--- config.mk ---
export PLATFORM = sky130hd
export DESIGN_NAME = nfc_command_get_feature_flat
export DESIGN_NICKNAME = d
export VERILOG_FILES = /design/src/rtl/nfc_pkg.sv /design/src/rtl/nfc_command_get_feature_if.sv /design/src/rtl/nfc_rb_sync.sv /design/src/rtl/nfc_command_get_feature.sv /design/src/flat_wrapper.sv
export SDC_FILE = /design/constraint.sdc
export NUM_CORES = 1
export LEC_CHECK = 0
export ABC_AREA = 1
export BUFFER_PORTS_ARGS = -buffer_cell sky130_fd_sc_hd__buf_2
export CAP_MARGIN = 20
export CORE_ASPECT_RATIO = 0.6
export CORE_MARGIN = 5
export CORE_UTILIZATION = 42
export DETAILED_ROUTE_END_ITERATION = 8
export PLACE_DENSITY = 0.77
export SYNTH_ARGS = -nofsm -noshare
export SYNTH_HDL_FRONTEND = slang
export SYNTH_SLANG_ARGS = --single-unit
--- constraint.sdc ---
create_clock -name iSystemClock -period 1.76 [get_ports iSystemClock]
set_clock_uncertainty 0.05 [all_clocks]
set_input_delay 0.352 -clock iSystemClock [delete_from_list [all_inputs] [get_ports iSystemClock]]
set_output_delay 0.352 -clock iSystemClock [all_outputs]
set_load 0.01 [all_outputs]
--- src/rtl/nfc_pkg.sv ---
// Constants and types shared by the NAND command executors on the common ACG port.
package nfc_pkg;

  localparam int unsigned AcgCaLatchBit = 6;
  localparam int unsigned AcgDataOutBit = 5;
  localparam int unsigned AcgDataInBit  = 4;

  localparam logic [7:0] NandGetFeatures = 8'hEE;
  localparam logic [7:0] NandSetFeatures = 8'hEF;

  localparam int unsigned FeatureParamBytes = 4;

  typedef enum logic [3:0] {
    StReset,
    StReady,
    StCmdLatch,
    StCmdIssue,
    StAddrIssue,
    StWaitRbLow,
    StWaitRbHigh,
    StDataRead,
    StResultOut
  } get_feature_state_e;

endpackage

--- src/rtl/nfc_command_get_feature_if.sv ---
// Command bus plus ACG port of a command executor; slave is the executor's view.
interface nfc_command_get_feature_if #(
  parameter int unsigned NumberOfWays = 4
);
  logic [5:0]              iOpcode;
  logic [7:0]              iAddress;
  logic                    iCMDValid;
  logic                    oCMDReady;
  logic [NumberOfWays-1:0] iWaySelect;
  logic                    oStart;
  logic                    oLastStep;
  logic [31:0]             oReadData;
  logic                    oReadLast;
  logic                    oReadValid;
  logic                    iReadReady;
  logic [7:0]              oACG_Command;
  logic [2:0]              oACG_CommandOption;
  logic [7:0]              iACG_Ready;
  logic [7:0]              iACG_LastStep;
  logic [NumberOfWays-1:0] oACG_TargetWay;
  logic [15:0]             oACG_NumOfData;
  logic                    oACG_CASelect;
  logic [39:0]             oACG_CAData;
  logic [15:0]             iACG_ReadData;
  logic                    iACG_ReadLast;
  logic                    iACG_ReadValid;
  logic                    oACG_ReadReady;
  logic [NumberOfWays-1:0] iACG_ReadyBusy;

  modport slave (
    input  iOpcode, iAddress, iCMDValid, iWaySelect, iReadReady, iACG_Ready, iACG_LastStep,
           iACG_ReadData, iACG_ReadLast, iACG_ReadValid, iACG_ReadyBusy,
    output oCMDReady, oStart, oLastStep, oReadData, oReadLast, oReadValid, oACG_Command,
           oACG_CommandOption, oACG_TargetWay, oACG_NumOfData, oACG_CASelect, oACG_CAData,
           oACG_ReadReady
  );

  modport master (
    output iOpcode, iAddress, iCMDValid, iWaySelect, iReadReady, iACG_Ready, iACG_LastStep,
           iACG_ReadData, iACG_ReadLast, iACG_ReadValid, iACG_ReadyBusy,
    input  oCMDReady, oStart, oLastStep, oReadData, oReadLast, oReadValid, oACG_Command,
           oACG_CommandOption, oACG_TargetWay, oACG_NumOfData, oACG_CASelect, oACG_CAData,
           oACG_ReadReady
  );
endinterface

--- src/rtl/nfc_rb_sync.sv ---
// Two-stage ready/busy synchroniser: masks R/B# by the target ways, then ORs them (1 = ready).
module nfc_rb_sync #(
  parameter int unsigned NumberOfWays = 4
) (
  input  logic                    clk,
  input  logic                    rst_n,
  input  logic [NumberOfWays-1:0] target_way,
  input  logic [NumberOfWays-1:0] ready_busy,
  output logic                    way_rb
);

  logic [NumberOfWays-1:0] busy_q;
  logic                    way_rb_q;

  always_ff @(posedge clk or negedge rst_n) begin
    if (!rst_n) begin
      busy_q   <= '0;
      way_rb_q <= 1'b0;
    end else begin
      busy_q   <= target_way & ready_busy;
      way_rb_q <= |busy_q;
    end
  end

  assign way_rb = way_rb_q;

endmodule

--- src/rtl/nfc_command_get_feature.sv ---
// GET FEATURES executor: issues EEh + address, waits out R/B#, reads P1..P4 as one 32-bit word.
module nfc_command_get_feature
  import nfc_pkg::*;
#(
  parameter int unsigned NumberOfWays = 4,
  parameter logic [5:0]  CommandID    = 6'b000011,
  parameter logic [4:0]  TargetID     = 5'b00101
) (
  input logic                      iSystemClock,
  input logic                      iReset_n,
  nfc_command_get_feature_if.slave bus
);

  get_feature_state_e state_q, state_d;

  logic                    start;
  logic                    way_rb;
  logic                    data_hs;
  logic [NumberOfWays-1:0] target_way_q;
  logic [7:0]              feature_addr_q;
  logic [31:0]             read_data_q;
  logic [1:0]              word_cnt_q;
  logic [7:0]              acg_cmd_d, acg_cmd_q;
  logic [15:0]             num_data_d, num_data_q;
  logic                    ca_sel_d, ca_sel_q;
  logic [39:0]             ca_data_d, ca_data_q;
  logic                    acg_rd_ready_q;
  logic                    cmd_ready_q;
  logic                    last_step_q;
  logic                    read_valid_q;
  logic                    unused_inputs;

  assign start   = (bus.iOpcode == CommandID) & bus.iCMDValid;
  assign data_hs = bus.iACG_ReadValid & acg_rd_ready_q;

  // Target id is reserved; ACG ready flags and data-in last are not needed by this sequence.
  assign unused_inputs = ^{TargetID, bus.iACG_Ready, bus.iACG_ReadLast, bus.iACG_LastStep};

  nfc_rb_sync #(
    .NumberOfWays(NumberOfWays)
  ) u_rb_sync (
    .clk       (iSystemClock),
    .rst_n     (iReset_n),
    .target_way(target_way_q),
    .ready_busy(bus.iACG_ReadyBusy),
    .way_rb    (way_rb)
  );

  always_comb begin
    state_d = state_q;
    unique case (state_q)
      StReset:      state_d = StReady;
      StReady:      if (start) state_d = StCmdLatch;
      StCmdLatch:   state_d = StCmdIssue;
      StCmdIssue:   if (bus.iACG_LastStep[AcgCaLatchBit]) state_d = StAddrIssue;
      StAddrIssue:  if (bus.iACG_LastStep[AcgCaLatchBit]) state_d = StWaitRbLow;
      StWaitRbLow:  if (!way_rb) state_d = StWaitRbHigh;
      StWaitRbHigh: if (way_rb) state_d = StDataRead;
      StDataRead:   if (bus.iACG_LastStep[AcgDataInBit]) state_d = StResultOut;
      StResultOut:  if (bus.iReadReady) state_d = StReady;
      default:      state_d = StReset;
    endcase
  end

  // ACG request decoded from the next state so it is registered alongside the transition.
  always_comb begin
    acg_cmd_d  = '0;
    num_data_d = '0;
    ca_sel_d   = 1'b1;
    ca_data_d  = '0;
    unique case (state_d)
      StCmdIssue: begin
        acg_cmd_d[AcgCaLatchBit] = 1'b1;
        num_data_d               = 16'd1;
        ca_data_d                = {NandGetFeatures, 32'h0};
      end
      StAddrIssue: begin
        acg_cmd_d[AcgCaLatchBit] = 1'b1;
        num_data_d               = 16'd1;
        ca_sel_d                 = 1'b0;
        ca_data_d                = {feature_addr_q, 32'h0};
      end
      StDataRead: begin
        acg_cmd_d[AcgDataInBit] = 1'b1;
        num_data_d              = 16'(FeatureParamBytes);
      end
      default: ;
    endcase
  end

  always_ff @(posedge iSystemClock or negedge iReset_n) begin
    if (!iReset_n) begin
      state_q        <= StReset;
      target_way_q   <= '0;
      feature_addr_q <= '0;
      read_data_q    <= '0;
      word_cnt_q     <= '0;
      acg_cmd_q      <= '0;
      num_data_q     <= '0;
      ca_sel_q       <= 1'b1;
      ca_data_q      <= '0;
      acg_rd_ready_q <= 1'b0;
      cmd_ready_q    <= 1'b1;
      last_step_q    <= 1'b0;
      read_valid_q   <= 1'b0;
    end else begin
      state_q        <= state_d;
      acg_cmd_q      <= acg_cmd_d;
      num_data_q     <= num_data_d;
      ca_sel_q       <= ca_sel_d;
      ca_data_q      <= ca_data_d;
      acg_rd_ready_q <= (state_d == StDataRead);
      cmd_ready_q    <= (state_d == StReady);
      read_valid_q   <= (state_d == StResultOut);
      last_step_q    <= (state_q == StResultOut) && bus.iReadReady;
      if ((state_q == StReady) && start) begin
        target_way_q   <= bus.iWaySelect;
        feature_addr_q <= bus.iAddress;
      end
      if (state_q == StCmdLatch) begin
        read_data_q <= '0;
        word_cnt_q  <= '0;
      end else if ((state_q == StDataRead) && data_hs && (word_cnt_q != 2'd2)) begin
        // P1,P2 land in the upper half, P3,P4 in the lower; later words are dropped.
        if (word_cnt_q == 2'd0) read_data_q[31:16] <= bus.iACG_ReadData;
        else                    read_data_q[15:0]  <= bus.iACG_ReadData;
        word_cnt_q <= word_cnt_q + 2'd1;
      end
    end
  end

  assign bus.oStart             = start;
  assign bus.oCMDReady          = cmd_ready_q;
  assign bus.oLastStep          = last_step_q;
  assign bus.oReadData          = read_data_q;
  assign bus.oReadLast          = read_valid_q;
  assign bus.oReadValid         = read_valid_q;
  assign bus.oACG_Command       = acg_cmd_q;
  assign bus.oACG_CommandOption = 3'b000;
  assign bus.oACG_TargetWay     = target_way_q;
  assign bus.oACG_NumOfData     = num_data_q;
  assign bus.oACG_CASelect      = ca_sel_q;
  assign bus.oACG_CAData        = ca_data_q;
  assign bus.oACG_ReadReady     = acg_rd_ready_q;

endmodule

--- src/flat_wrapper.sv ---
// flat-port wrapper written by rule: the top's interface ports become plain ports
module nfc_command_get_feature_flat import nfc_pkg::*;
#(
  parameter int unsigned NumberOfWays = 4,
  parameter logic [5:0]  CommandID    = 6'b000011,
  parameter logic [4:0]  TargetID     = 5'b00101
)
  (iSystemClock, iReset_n, bus_iOpcode, bus_iAddress, bus_iCMDValid, bus_iWaySelect, bus_iReadReady, bus_iACG_Ready, bus_iACG_LastStep, bus_iACG_ReadData, bus_iACG_ReadLast, bus_iACG_ReadValid, bus_iACG_ReadyBusy, bus_oCMDReady, bus_oStart, bus_oLastStep, bus_oReadData, bus_oReadLast, bus_oReadValid, bus_oACG_Command, bus_oACG_CommandOption, bus_oACG_TargetWay, bus_oACG_NumOfData, bus_oACG_CASelect, bus_oACG_CAData, bus_oACG_ReadReady);
  nfc_command_get_feature_if #(.NumberOfWays(NumberOfWays)) bus_i ();
  input logic iSystemClock;
  input logic iReset_n;
  input wire logic [$bits(bus_i.iOpcode)-1:0] bus_iOpcode;
  input wire logic [$bits(bus_i.iAddress)-1:0] bus_iAddress;
  input wire logic [$bits(bus_i.iCMDValid)-1:0] bus_iCMDValid;
  input wire logic [$bits(bus_i.iWaySelect)-1:0] bus_iWaySelect;
  input wire logic [$bits(bus_i.iReadReady)-1:0] bus_iReadReady;
  input wire logic [$bits(bus_i.iACG_Ready)-1:0] bus_iACG_Ready;
  input wire logic [$bits(bus_i.iACG_LastStep)-1:0] bus_iACG_LastStep;
  input wire logic [$bits(bus_i.iACG_ReadData)-1:0] bus_iACG_ReadData;
  input wire logic [$bits(bus_i.iACG_ReadLast)-1:0] bus_iACG_ReadLast;
  input wire logic [$bits(bus_i.iACG_ReadValid)-1:0] bus_iACG_ReadValid;
  input wire logic [$bits(bus_i.iACG_ReadyBusy)-1:0] bus_iACG_ReadyBusy;
  output wire logic [$bits(bus_i.oCMDReady)-1:0] bus_oCMDReady;
  output wire logic [$bits(bus_i.oStart)-1:0] bus_oStart;
  output wire logic [$bits(bus_i.oLastStep)-1:0] bus_oLastStep;
  output wire logic [$bits(bus_i.oReadData)-1:0] bus_oReadData;
  output wire logic [$bits(bus_i.oReadLast)-1:0] bus_oReadLast;
  output wire logic [$bits(bus_i.oReadValid)-1:0] bus_oReadValid;
  output wire logic [$bits(bus_i.oACG_Command)-1:0] bus_oACG_Command;
  output wire logic [$bits(bus_i.oACG_CommandOption)-1:0] bus_oACG_CommandOption;
  output wire logic [$bits(bus_i.oACG_TargetWay)-1:0] bus_oACG_TargetWay;
  output wire logic [$bits(bus_i.oACG_NumOfData)-1:0] bus_oACG_NumOfData;
  output wire logic [$bits(bus_i.oACG_CASelect)-1:0] bus_oACG_CASelect;
  output wire logic [$bits(bus_i.oACG_CAData)-1:0] bus_oACG_CAData;
  output wire logic [$bits(bus_i.oACG_ReadReady)-1:0] bus_oACG_ReadReady;
  assign bus_i.iOpcode = bus_iOpcode;
  assign bus_i.iAddress = bus_iAddress;
  assign bus_i.iCMDValid = bus_iCMDValid;
  assign bus_i.iWaySelect = bus_iWaySelect;
  assign bus_i.iReadReady = bus_iReadReady;
  assign bus_i.iACG_Ready = bus_iACG_Ready;
  assign bus_i.iACG_LastStep = bus_iACG_LastStep;
  assign bus_i.iACG_ReadData = bus_iACG_ReadData;
  assign bus_i.iACG_ReadLast = bus_iACG_ReadLast;
  assign bus_i.iACG_ReadValid = bus_iACG_ReadValid;
  assign bus_i.iACG_ReadyBusy = bus_iACG_ReadyBusy;
  assign bus_oCMDReady = bus_i.oCMDReady;
  assign bus_oStart = bus_i.oStart;
  assign bus_oLastStep = bus_i.oLastStep;
  assign bus_oReadData = bus_i.oReadData;
  assign bus_oReadLast = bus_i.oReadLast;
  assign bus_oReadValid = bus_i.oReadValid;
  assign bus_oACG_Command = bus_i.oACG_Command;
  assign bus_oACG_CommandOption = bus_i.oACG_CommandOption;
  assign bus_oACG_TargetWay = bus_i.oACG_TargetWay;
  assign bus_oACG_NumOfData = bus_i.oACG_NumOfData;
  assign bus_oACG_CASelect = bus_i.oACG_CASelect;
  assign bus_oACG_CAData = bus_i.oACG_CAData;
  assign bus_oACG_ReadReady = bus_i.oACG_ReadReady;
  nfc_command_get_feature #(.NumberOfWays(NumberOfWays), .CommandID(CommandID), .TargetID(TargetID)) u_core (.iSystemClock(iSystemClock), .iReset_n(iReset_n), .bus(bus_i));
endmodule
==> results.md, run 1 <==
* Outcome: finished clean
* Largest cells by area after synthesis: dfrtp_1 48%, buf_4 13%, o21ai_2 7.3%
* Largest net degree at the start of global routing at 33
* I/O pin count at between 150 and 200
* CP max stage cell: dfrtp_2
* CP Buf/Inv Count at 2
* Initial drt markers at roughly 100
* Period utilization at 97.59%
* Inserted Clock Buffers at 9
* Die area at 10,270 µm²
* TritonCTS Sinks at 69
* Req. time, crit path at 1.92 ns
* Final WL at 8.132 mm
* Core region area at between 7000 and 8000 µm²
* Setup TNS at 0 ns
* Worst-Skew Late Latency at 0.33 ns
* Non-Filler Instances at 568
* Initial antenna violation count at 0
* Layout area overhead at 25.08%
* Mapped Cells at 340
* Pwr dens at 1687 nW/µm²
* Post-synth top area share at 48.15%
* WS Path Type: reg2reg
* Via Count at 2,523
* Hold Vio Cnt, Final at 0
* Worst-path clk slew at 0.06 ns
* Root Buffer: clkbuf_16
* Std cell rows at 25
* Via-to-Cell Ratio at 4.442
* Peak Freq at 582.2 MHz
* Synthesis Warnings at 0
* Startpoint types: flip-flop
* Crit-path cells: nor3_4 -> nand2_2 -> o21ai_4 -> buf_4 -> o21ai_4 -> buf_12 -> nand2_1 -> o21ai_2
* CP top delay family: simple AND/OR/NAND/NOR gates
* N_diodes at 0
* Final instance area at 4355 µm²
* Final nets at 517
* Register area at approximately 1700 µm²
* Total track usage at roughly 15%
* # H-tree levels at 3
* Antenna viol nets, final at 0
* Worst R2R Path Depth at 8
* Crit end category: flip-flop
* Multi-input logic area at 1386 µm²
* Inst Count DP at roughly 540
* Worst Hold Depth at 3
* Fill count at 733
* Post-Syn Area per Cell at roughly 10 µm²
* Starting Density at 43.65%
* TritonCTS clock tree: built
* DIE WIDTH at 127.6 µm
* Final Critical Period at 1.718 ns
* CP most frequent cell: o21ai_4
* Register area share after synthesis at 49.66%
* Ratio of cells with drive above 1 in the final layout at between 40% and 50%
* Number of global-route vias before repair at 2,497
* Crit path largest cell delay at 0.49 ns
* IO buf count at just under 100
* Crit-path max FO at 32
* Global route overflow at 0
* Crit path depth at 8
* Post-synth cell types at 28
* Syn Std Cell Area at 3482 µm²
* Max-Cap Viols at 0
* # DRC at 0
* Final setup violating endpoints at 0
* Drt first pass iters at 4
* DP Area at 3897 µm²
* Placer Congestion at 0.8139
* FF+latch count, synth at 69
* Leak at approximately 2.5 nW
* Clk buf depth at 2
* Hpwl dp at ~5.7 mm
* First-pass GRT wire length at 12.16 mm
* Slew Viols, Final at 0
* Leading area contributor after synthesis: dfrtp_1
* WL/cell at 14.32 µm
* Worst vdd ir at 0.7660 mV
* Arrival @ worst endpoint at 1.88 ns
* Hold Crit Class: in2reg
* Die Span Y at 80.53 µm
[per-stage QoR]
step	hold WS, ns	utilization, %	setup WS, ns	power (mW)
floorplan	0.006409	-	0.1268	4.306
global placement	0.1641	48.86	0.01420	4.947
detailed placement	0.1635	48.86	-0.01904	5.056
CTS	0.1566	53.36	0.008411	7.136
global route	0.1733	54.60	-0.02636	7.833
finish	0.1680	54.60	0.04241	7.348
[worst reg2reg max path: cells and delay by family (launching register included)]
kind	cells	cell delay, ns
simple gates	3	0.53
compound gates	3	0.21
flops	1	0.49
buf+inv	2	0.33
[flip-flops by register name, summed over array words and instances (netlist names), 2 cells and up]
signal                     count
u_core.bus.oACG_CAData         8
u_core.bus.oACG_TargetWay      4
u_core.bus.oReadData          32
u_core.feature_addr_q          8
u_core.state_q                 4
u_core.u_rb_sync.busy_q        4
u_core.word_cnt_q              2
[synthesized netlist by cell type (all sizes together)]
master,number
nor3,1
ha,2
conb,1
buf,68
nand4,10
o21ai,40
or4,1
dfrtp,67
nand2,79
nand3,15
dfstp,2
nor3b,1
mux2,10
inv,25
nor2,17
clkinv,1
[path summary, 6_finish.rpt]
check                                                startpoint                              endpoint  slack (ns)
setup / recovery                    u_core.state_q[3]$_DFF_PN0_  u_core.bus.oReadData[16]$_DFFE_PN0P_        0.04
hold / removal                            bus_iACG_ReadyBusy[2]  u_core.u_rb_sync.busy_q[2]$_DFF_PN0_        0.17
setup reg to reg                    u_core.state_q[3]$_DFF_PN0_  u_core.bus.oReadData[16]$_DFFE_PN0P_        0.04
hold reg to reg            u_core.u_rb_sync.busy_q[0]$_DFF_PN0_     u_core.u_rb_sync.way_rb$_DFF_PN0_        0.40
max in group asynchronous                              iReset_n  u_core.bus.oReadData[21]$_DFFE_PN0P_        0.79
min in group asynchronous                              iReset_n  u_core.bus.oACG_CAData[37]$_DFF_PN0_        0.35
[metal layers]
layer	up-vias	GRT usage, %	share of wire, %
met5	-	0	0
met4	0	6.424	1.0
met1	1222	19.53	45
met3	8	4.983	6.1
li1	1212	-	-
met2	81	24.08	48
[power by group]
group          switching (mW)  total [mW]  internal, mW  leakage, nW
Sequential              0.324        2.43          2.11        0.890
Combinational            1.84        2.97          1.13         1.40
Clock                   0.663        1.95          1.28        0.160
Total                    2.82        7.35          4.52         2.45
[kinds of logic after synthesis]
| family | after synthesis | share of synthesized area [%] |
|---|---|---|
| multiplexers | 10 | 3.234 |
| AND/OR/NAND/NOR | 124 | 18.76 |
| other | 1 | 0.1077 |
| adder cells (fa/ha/maj) | 2 | 0.7185 |
| AO/OA/AOI/OAI | 40 | 9.522 |
| buffers and inverters | 94 | 18.00 |
| flip-flops | 69 | 49.66 |
[timing repair]
action                                 in CTS  in global routing
setup endpoints to repair                  23                 53
hold buffers                                1                  0
endpoints found under the hold margin       3                  0
setup buffers                               2                  6
gates resized for setup                     1                 12
cloned                                      0                  2
pin swaps                                   1                  5
[cell type report]
cell class / instances / area share [%]
tap: 108 / 3.103
timing repair buffer: 116 / 15.51
clock inverter: 5 / 1.896
clock buffer: 11 / 5.573
inverter: 26 / 2.298
sequential: 69 / 39.79
multi-input combinational: 233 / 31.83
[cells in the final DEF (no fill, tap or decap), drive strengths merged]
cell	instances
conb	55
bufinv	2
nor2	18
nand2	80
clkbuf	11
mux2	10
dfrtp	67
nand4	10
inv	27
buf	115
dlygate4sd3	1
clkinv	2
ha	2
dfstp	2
or4	1
nor3	1
nor3b	1
o21ai	40
nand3	15
No activity file was read; power rests on OpenSTA's default activity.
==> inputs of run 2 (changes only) <==
clock period = 1.5 ns   (was 1.76 ns; I/O delays follow)
==> results.md, run 2 (synthesis results as in run 1) <==
* Root Buffer: clkbuf_16 (unchanged)
* Worst R2R Path Depth at 7 (was 8)
* WS Path Type: reg2reg (unchanged)
* Met3 GRT Util at 5.648% (was 4.983%)
* # DRC at 0 (unchanged)
* Die area at 10,270 µm² (unchanged)
* Max reg flops at 32 (unchanged)
* Core region area at 7976 µm² (unchanged)
* Inserted Clock Buffers at 9 (unchanged)
* CP Launch Point: u_core.state_q[3]$_DFF_PN0_ (unchanged)
* Period utilization at 108.0% (was 97.59%)
* Arrival @ worst endpoint at 1.78 ns (was 1.88 ns)
* Non-Filler Instances at 585 (was 568)
* Setup TNS at -4.435 ns (was 0 ns)
* Worst vdd ir at 0.9675 mV (was 0.7660 mV)
* Total track usage at 16.18% (was 15.33%)
* Commonest non-fill, non-tap cell in the layout: buf_2 (unchanged)
* Most frequent cells in the layout: 99 x buf_2, 63 x dfrtp_1, 55 x conb_1, 37 x nand2_1, 32 x o21ai_2 (was 99 x buf_2, 64 x dfrtp_1, 60 x nand2_1, 55 x conb_1, 29 x o21ai_2)
* TritonCTS clock tree: built (unchanged)
* DP Area at 4076 µm² (was 3897 µm²)
* Startpoint types: flip-flop (unchanged)
* RSZ-0062 raised after global routing: true
* # H-tree levels at 3 (unchanged)
* Layout area overhead at 36.79% (was 25.08%)
* Crit path depth at 7 (was 8)
* Grt peak-use layer: met2 (unchanged)
* CP max stage cell: dfrtp_2 (unchanged)
* Met2 usage at 26.50% (was 24.08%)
* Via Count at 2,505 (was 2,523)
* Hpwl dp at 5.682 mm (was 5.746 mm)
* Crit Reg-Reg Endpoint: u_core.bus.oReadData[28]$_DFFE_PN0P_ (was u_core.bus.oReadData[16]$_DFFE_PN0P_)
* N_diodes at 0 (unchanged)
* CP most frequent cell: o21ai_4 (unchanged)
* Crit end category: flip-flop (unchanged)
* Ratio of cells with drive above 1 in the final layout at 55.56% (was 45.65%)
* Drt first pass iters at 4 (unchanged)
* Req. time, crit path at 1.66 ns (was 1.92 ns)
* Leak at 2.598 nW (was 2.451 nW)
* Origin of the critical flop-to-flop path: u_core.state_q[3]$_DFF_PN0_ (unchanged)
* IO buf count at 99 (unchanged)
* Antenna viol nets, final at 0 (unchanged)
* WL/cell at 13.60 µm (was 14.32 µm)
* I/O pin count at 170 (unchanged)
* Crit path largest cell delay at 0.47 ns (was 0.49 ns)
* Clk buf depth at 2 (unchanged)
* CP top delay family: flip-flops (was simple AND/OR/NAND/NOR gates)
* Failing checks: negative setup slack
* Final nets at 534 (was 517)
* Initial drt markers at 89 (was 102)
* Critical Path End: u_core.bus.oReadData[28]$_DFFE_PN0P_ (was u_core.bus.oReadData[16]$_DFFE_PN0P_)
* Setup ws final at -0.1195 ns (was 0.04241 ns)
* Std cell rows at 25 (unchanged)
* Crit-path cells: nor2_4 -> nand4_4 -> o21ai_4 -> o21ai_4 -> buf_12 -> nand2_2 -> o21ai_2 (was nor3_4 -> nand2_2 -> o21ai_4 -> buf_4 -> o21ai_4 -> buf_12 -> nand2_1 -> o21ai_2)
* Met1 global-route usage at 20.41% (was 19.53%)
* Outcome: finished with violations (was finished clean)
* Pwr dens at 2000 nW/µm² (was 1687 nW/µm²)
* Peak Freq at 617.5 MHz (was 582.2 MHz)
* Via-to-Cell Ratio at 4.282 (was 4.442)
* Global route overflow at 0 (unchanged)
* Max-Cap Viols at 0 (unchanged)
* Slew Viols, Final at 0 (unchanged)
* Total Power at 9.528 mW (was 7.348 mW)
* Starting Density at 43.65% (unchanged)
* Placer Congestion at 0.9092 (was 0.8139)
* Inst Count DP at 559 (was 541)
* Number of global-route vias before repair at 2,633 (was 2,497)
* First-pass GRT wire length at 12.97 mm (was 12.16 mm)
* Die Span Y at 80.53 µm (unchanged)
* Worst-path clk slew at 0.06 ns (about the same)
* R2R setup slack at -0.12 ns (was 0.04 ns)
* Worst-Skew Late Latency at 0.33 ns (about the same)
* Largest net degree at the start of global routing at 70 (was 33)
* Hold Crit Class: in2reg (unchanged)
* Crit-path max FO at 16 (was 32)
* Final instance area at 4763 µm² (was 4355 µm²)
* Hold Vio Cnt, Final at 0 (unchanged)
* CP Buf/Inv Count at 1 (was 2)
* Initial antenna violation count at 0 (unchanged)
* Final setup violating endpoints at 56 (was 0)
* Final Critical Period at 1.620 ns (was 1.718 ns)
* DIE WIDTH at 127.6 µm (unchanged)
* TritonCTS Sinks at 69 (unchanged)
* Final WL at 7.954 mm (was 8.132 mm)
[run 2: changes by cell type in the layout (fill, tap and decap cells not counted), moves of 7 or more]
| cell | change |
|---|---|
| nand2_4 | +10 |
| nand2_2 | +13 |
| buf_6 | +7 |
| buf_4 | +7 |
| nand2_1 | -23 |
[run 2: cell type report]
| class | count | area [µm²] |
|---|---|---|
| fillers | 715 | 3213 |
| repair buffers | 135 | 909.6 |
| flip-flops and latches | 69 | 1734 |
| multi-input cells | 231 | 1549 |
| well taps | 108 | 135.1 |
| clock buffers | 9 | 225.2 |
| clock inverters | 7 | 105.1 |
| inverters | 26 | 105.1 |
[run 2: timing repair]
item	4_1_cts	5_1_grt
hold buffers	1	0
setup buffers	6	3
setup endpoints to repair	50	58
pin swaps	7	17
cloned	1	0
hold endpoints to repair	67	0
gates resized for setup	32	41
[run 2: where the power goes]
group | switching [mW] | internal, mW | leakage, nW
Sequential | 0.416 | 2.48 | 0.889
Combinational | 2.36 | 1.96 | 1.55
Clock | 0.830 | 1.48 | 0.159
Total | 3.61 | 5.92 | 2.60
[run 2: per-stage QoR]
step,util [%],hold WS [ns],worst slack (ns)
6_report,59.72,0.1126,-0.1195
5_1_grt,59.72,0.09385,-0.2051
4_1_cts,57.57,0.09923,-0.08669
3_5_place_dp,51.11,0.3068,-0.1178
3_3_place_gp,51.11,0.3001,-0.1096
2_1_floorplan,-,-0.04559,0.0004123
[run 2: worst min-delay path by stage]
stage	from	endpoint	cells past startpoint
floorplan	iReset_n	u_core.bus.oACG_CAData[32]$_DFF_PN0_	0
global placement	iReset_n	u_core.bus.oACG_TargetWay[3]$_DFFE_PN0P_	2
detailed placement	iReset_n	u_core.bus.oACG_TargetWay[2]$_DFFE_PN0P_	2
CTS	bus_iACG_ReadyBusy[3]	u_core.u_rb_sync.busy_q[3]$_DFF_PN0_	3
global route	bus_iACG_ReadyBusy[3]	u_core.u_rb_sync.busy_q[3]$_DFF_PN0_	3
finish	bus_iACG_ReadyBusy[3]	u_core.u_rb_sync.busy_q[3]$_DFF_PN0_	3
[run 2: worst register-to-register path, cell delays in order, from the launching register on]
cell	delay [ns]
dfrtp_2	0.47
nor2_4	0.22
nand4_4	0.12
o21ai_4	0.22
o21ai_4	0.13
buf_12	0.18
nand2_2	0.07
o21ai_2	0.04
[run 2: metal layers]
metal / up-vias / wire [µm]
li1: 1247 / -
met1: 1187 / 3381
met2: 66 / 4000
met3: 5 / 505
met4: 0 / 68
met5: - / 0
